### config.mk
export PLATFORM = sky130hd
export DESIGN_NAME = corefifo_gray_conv_pipe
export DESIGN_NICKNAME = d
export VERILOG_FILES = /design/src/rtl/corefifo_gray_conv_pipe.sv
export SDC_FILE = /design/constraint.sdc
export NUM_CORES = 1
export LEC_CHECK = 0
export ABC_CLOCK_PERIOD_IN_PS = 3300
export CORE_MARGIN = 2
export CORE_UTILIZATION = 54
export DETAILED_ROUTE_END_ITERATION = 8
export GPL_ROUTABILITY_DRIVEN = 1
export PLACE_DENSITY_LB_ADDON = 0.25
export SYNTH_ARGS = -nofsm -noshare
export SYNTH_HDL_FRONTEND = slang
export SYNTH_SLANG_ARGS = --single-unit
### constraint.sdc
create_clock -name clk -period 3.3 [get_ports clk]
set_clock_uncertainty 0.1 [all_clocks]
set_input_delay 0.825 -clock clk [delete_from_list [all_inputs] [get_ports clk]]
set_output_delay 0.825 -clock clk [all_outputs]
set_load 0.02 [all_outputs]
### src/rtl/corefifo_gray_conv_pipe.sv
// Pipelined Gray<->binary converter for CoreFIFO pointer paths, with a
// valid/ready handshake and a Gray single-bit-step checker on the input.
module corefifo_gray_conv_pipe #(
    parameter int ADDRWIDTH = 3,
    parameter int STAGES    = 2,
    parameter int MODE      = 0,
    parameter int ERRCNT_W  = 8
) (
    input  logic                clk,
    input  logic                reset,
    input  logic                in_valid,
    output logic                in_ready,
    input  logic [ADDRWIDTH:0]  code_in,
    output logic                out_valid,
    input  logic                out_ready,
    output logic [ADDRWIDTH:0]  code_out,
    output logic                err_flag,
    output logic [ERRCNT_W-1:0] err_cnt,
    input  logic                err_clr
);
    localparam int W = ADDRWIDTH + 1;
    localparam int C = (W + STAGES - 1) / STAGES;

    logic                      adv;
    logic                      acc_in;
    logic                      step_err;
    logic [STAGES:1]           vld_pipe;
    logic [STAGES:1][W-1:0]    dat_pipe;
    logic [STAGES:1][W-1:0]    stg_in;
    logic [STAGES:1][W-1:0]    stg_nxt;
    logic [W-1:0]              prev_code;
    logic                      prev_valid;

    // Whole pipe advances together; bubbles travel with the data.
    assign adv       = out_ready | ~out_valid;
    assign in_ready  = adv;
    assign acc_in    = in_valid & adv;
    assign out_valid = vld_pipe[STAGES];
    assign code_out  = dat_pipe[STAGES];

    always_comb begin
        stg_in    = '0;
        stg_in[1] = code_in;
        for (int s = 2; s <= STAGES; s++)
            stg_in[s] = dat_pipe[s-1];
    end

    // Stage s resolves its chunk of binary bits MSB-first; bits above the
    // chunk are already binary, bits below are still Gray.
    always_comb begin : p_conv
        logic [W-1:0] x;
        int hi, lo;
        stg_nxt = '0;
        x  = '0;
        hi = 0;
        lo = 0;
        for (int s = 1; s <= STAGES; s++) begin
            x  = stg_in[s];
            hi = ADDRWIDTH - (s - 1) * C;
            lo = ADDRWIDTH - s * C + 1;
            if (MODE == 0) begin
                for (int i = W - 2; i >= 0; i--)
                    if (i >= lo && i <= hi)
                        x[i] = x[i+1] ^ x[i];
            end else if (s == 1) begin
                x = x ^ (x >> 1);
            end
            stg_nxt[s] = x;
        end
    end

    always_ff @(posedge clk or posedge reset) begin
        if (reset) begin
            vld_pipe <= '0;
            dat_pipe <= '0;
        end else if (adv) begin
            vld_pipe[1] <= in_valid;
            dat_pipe[1] <= stg_nxt[1];
            for (int s = 2; s <= STAGES; s++) begin
                vld_pipe[s] <= vld_pipe[s-1];
                dat_pipe[s] <= stg_nxt[s];
            end
        end
    end

    // A synchronised Gray pointer may repeat or move one bit, never more.
    assign step_err = (MODE == 0) && acc_in && prev_valid &&
                      ($countones(code_in ^ prev_code) > 1);

    always_ff @(posedge clk or posedge reset) begin
        if (reset) begin
            prev_code  <= '0;
            prev_valid <= 1'b0;
        end else if (acc_in) begin
            prev_code  <= code_in;
            prev_valid <= 1'b1;
        end
    end

    // Clear takes effect before a same-cycle error is counted.
    always_ff @(posedge clk or posedge reset) begin
        if (reset) begin
            err_flag <= 1'b0;
            err_cnt  <= '0;
        end else if (err_clr) begin
            err_flag <= step_err;
            err_cnt  <= ERRCNT_W'(step_err);
        end else if (step_err) begin
            err_flag <= 1'b1;
            if (err_cnt != '1)
                err_cnt <= err_cnt + ERRCNT_W'(1);
        end
    end
endmodule

==> qor.txt <==
Arr. time, crit path - 2.01 ns
CP Launch Type - input pin
Die area - 2613 µm²
Netlist area before placement - 1199 µm²
Syn Inst Count - 109
Largest cells by area after synthesis - dfrtp_1, mux2_2, xnor2_1, buf_4, nand2_1
Max Slew Vio Count - 0
Syn nets - 120
Final net count - 140
Setup TNS - 0 ns
Cell taking the most area after synthesis - dfrtp_1
Sw frac - 0.3252
Port bufs - 23
Number of synthesized flops with an enable pin - 0
PwrDens - 521.2 nW/µm²
Chip Height - 51.12 µm
Global-route wire length before repair - 3719 µm
Final instance area - 1436 µm²
Vias per cell - 5.729
Slew HR - 0.3989
Placed Instance Area - 1414 µm²
Tot GR Track Use - 0.1948
Max Cap Viol - 0
Sequential-to-total area share from yosys stat - 0.5010
CP Data Required Time - 2.37 ns
Unique masters post-synth - 36
Gr ovfl total - 0
Top-area cell type share of the netlist area - 0.5010
Hold Slack - 0.3732 ns
F_max - 341.3 MHz
Commonest non-fill, non-tap cell in the layout - dfrtp_1
Initial DRC count - 19
DRT Wirelength - 2157 µm
Period utilisation layout - 0.8880
CTS root buf - clkbuf_4
Starting Density - 0.5580
Fillers - 178
Fraction of layout cells with a size suffix above 1 - 0.1181
Area grow syn2layout - 19.83%
TritonCTS clock tree - yes
GP Congestion - 0.7924
Crit path kind - in2out
Via count - 888
H-tree depth - 1
Sequential share of power - 0.495
Total CTS buffers - 3
Ys Warns - 0
Final ANT Viol Nets - 0
Worst-Margin Slew - 0.9006 ns
Placement Rows - 17
Most frequent cells in the layout - dfrtp_1, clkdlybuf4s50_1, mux2_2
Avg Cell Area, Syn - 11.00 µm²
Maximum VDD drop - 0.3562 mV
Post-layout min period - 2.930 ns
Endpoints failing setup - 0
DRC viols - 0
CP Max Fanout - 2
Status - finished, final reports clean
Setup Fix Bufs, Post-CTS - 0
HPWL after detailed placement - 1596 µm
Combinational share of power - 0.337
Worst-path clk slew - 0.12 ns
Clock Path Buffers - 2
Pint - 0.5051 mW
Avg WL per Cell - 13.92 µm
CTS sink count - 24
Hold crit path type - reg2reg
Die width - 51.12 µm
Vias in the first global route - 825
Initial antenna violation count - 0
Fraction of registers with async set or reset after synthesis - 1.000
P_leak - 0.5798 nW
Largest net degree at the start of global routing - 25
Seq cells post-synth - 24
Drt pass-1 iters - 4
CTS Hold Buffers Added - 0
I/O pin total - 24
Post-cts resize count - 0
Final hold vios - 0
RSZ-0062 raised after global routing - no
Clock Latency Late Sink - 0.31 ns
Clock network power share - 0.168
Number of antenna repair diodes - 0
Core Area - 2148 µm²
Reg2reg path depth - 5
Commonest register cell after synthesis - dfrtp_1
Hold depth - 2
Switching pwr - 0.2434 mW
Crit. End Element - primary output
-- worst max-delay path, stage by stage --
cell and delay (ns):
clkdlybuf4s50_1 0.44, nand2b_1 0.12, clkdlybuf4s50_1 0.61
-- layout make-up --
type / count / area [µm²] / share of cell area
sequential: 24 / 600.6 / 0.4181
multi-input combinational: 73 / 529.3 / 0.3685
timing repair buffer: 24 / 237.7 / 0.1655
tap: 28 / 35.03 / 0.02439
clock buffer: 3 / 22.52 / 0.01568
inverter: 3 / 11.26 / 0.007840
-- worst paths after layout --
check                             startpoint     endpoint  slack, ns
worst max-delay path               out_ready     in_ready       0.37
worst min-delay path             vld_pipe[1]  vld_pipe[2]       0.37
worst max register to register  prev_code[1]   err_cnt[5]       0.99
worst min register to register   vld_pipe[1]  vld_pipe[2]       0.37
max in group asynchronous              reset   err_cnt[2]       1.65
min in group asynchronous              reset   err_cnt[1]       0.89
-- synth_stat cells (2+ instances only) --
master    count
dfrtp_1      24
mux2_2       11
nand2_1       6
nor2_1        6
xnor2_1       6
a21oi_1       4
buf_4         4
nand3_1       4
o21ai_0       4
clkbuf_1      3
inv_1         3
nor2b_1       3
or4_1         3
a31oi_1       2
nand2b_1      2
nor3_1        2
nor4_1        2
o31ai_1       2
-- power by group through the flow --
stage | sequential [mW] | clock (mW) | combinational, mW
floorplan | 0.387 | 0 | 0.177
detailed placement | 0.377 | 0 | 0.254
global placement | 0.375 | 0 | 0.249
global route | 0.377 | 0.141 | 0.273
finish | 0.370 | 0.126 | 0.253
CTS | 0.371 | 0.130 | 0.255
-- kinds of logic after synthesis --
family,count (synthesis),share of synthesized area
simple gates,33,0.1461
flops,24,0.5010
compound gates,20,0.1138
buf+inv,12,0.05741
mux,11,0.1033
xor+xnor,7,0.05115
fa+ha+maj,2,0.02714
-- flip-flops by register name, summed over array words and instances, names as in the netlist --
register	count
err_cnt	8
prev_valid	1
dat_pipe	4
prev_code	4
vld_pipe	2
err_flag	1
code_out	4
-- layer usage --
| metal | vias up | GRT usage | part of all wire |
|---|---|---|---|
| met2 | 21 | 0.3377 | 0.52 |
| met5 | - | 0 | 0 |
| met4 | 0 | 0.08108 | 0.013 |
| li1 | 423 | - | - |
| met3 | 4 | 0.04094 | 0.040 |
| met1 | 440 | 0.2339 | 0.43 |
-- per-stage QoR --
stage          total power, mW  worst slack [ns]  utilization  cells
3_3_place_gp            0.6236            0.1138       0.6581    152
3_5_place_dp            0.6309           0.06304       0.6581    152
6_report                0.7486            0.3697       0.6686    155
4_1_cts                 0.7565            0.3596       0.6686    155
2_1_floorplan           0.5640            0.6695            -    109
5_1_grt                 0.7915            0.2586       0.6686    155
Note: power is estimated with default switching activity, not from simulation.
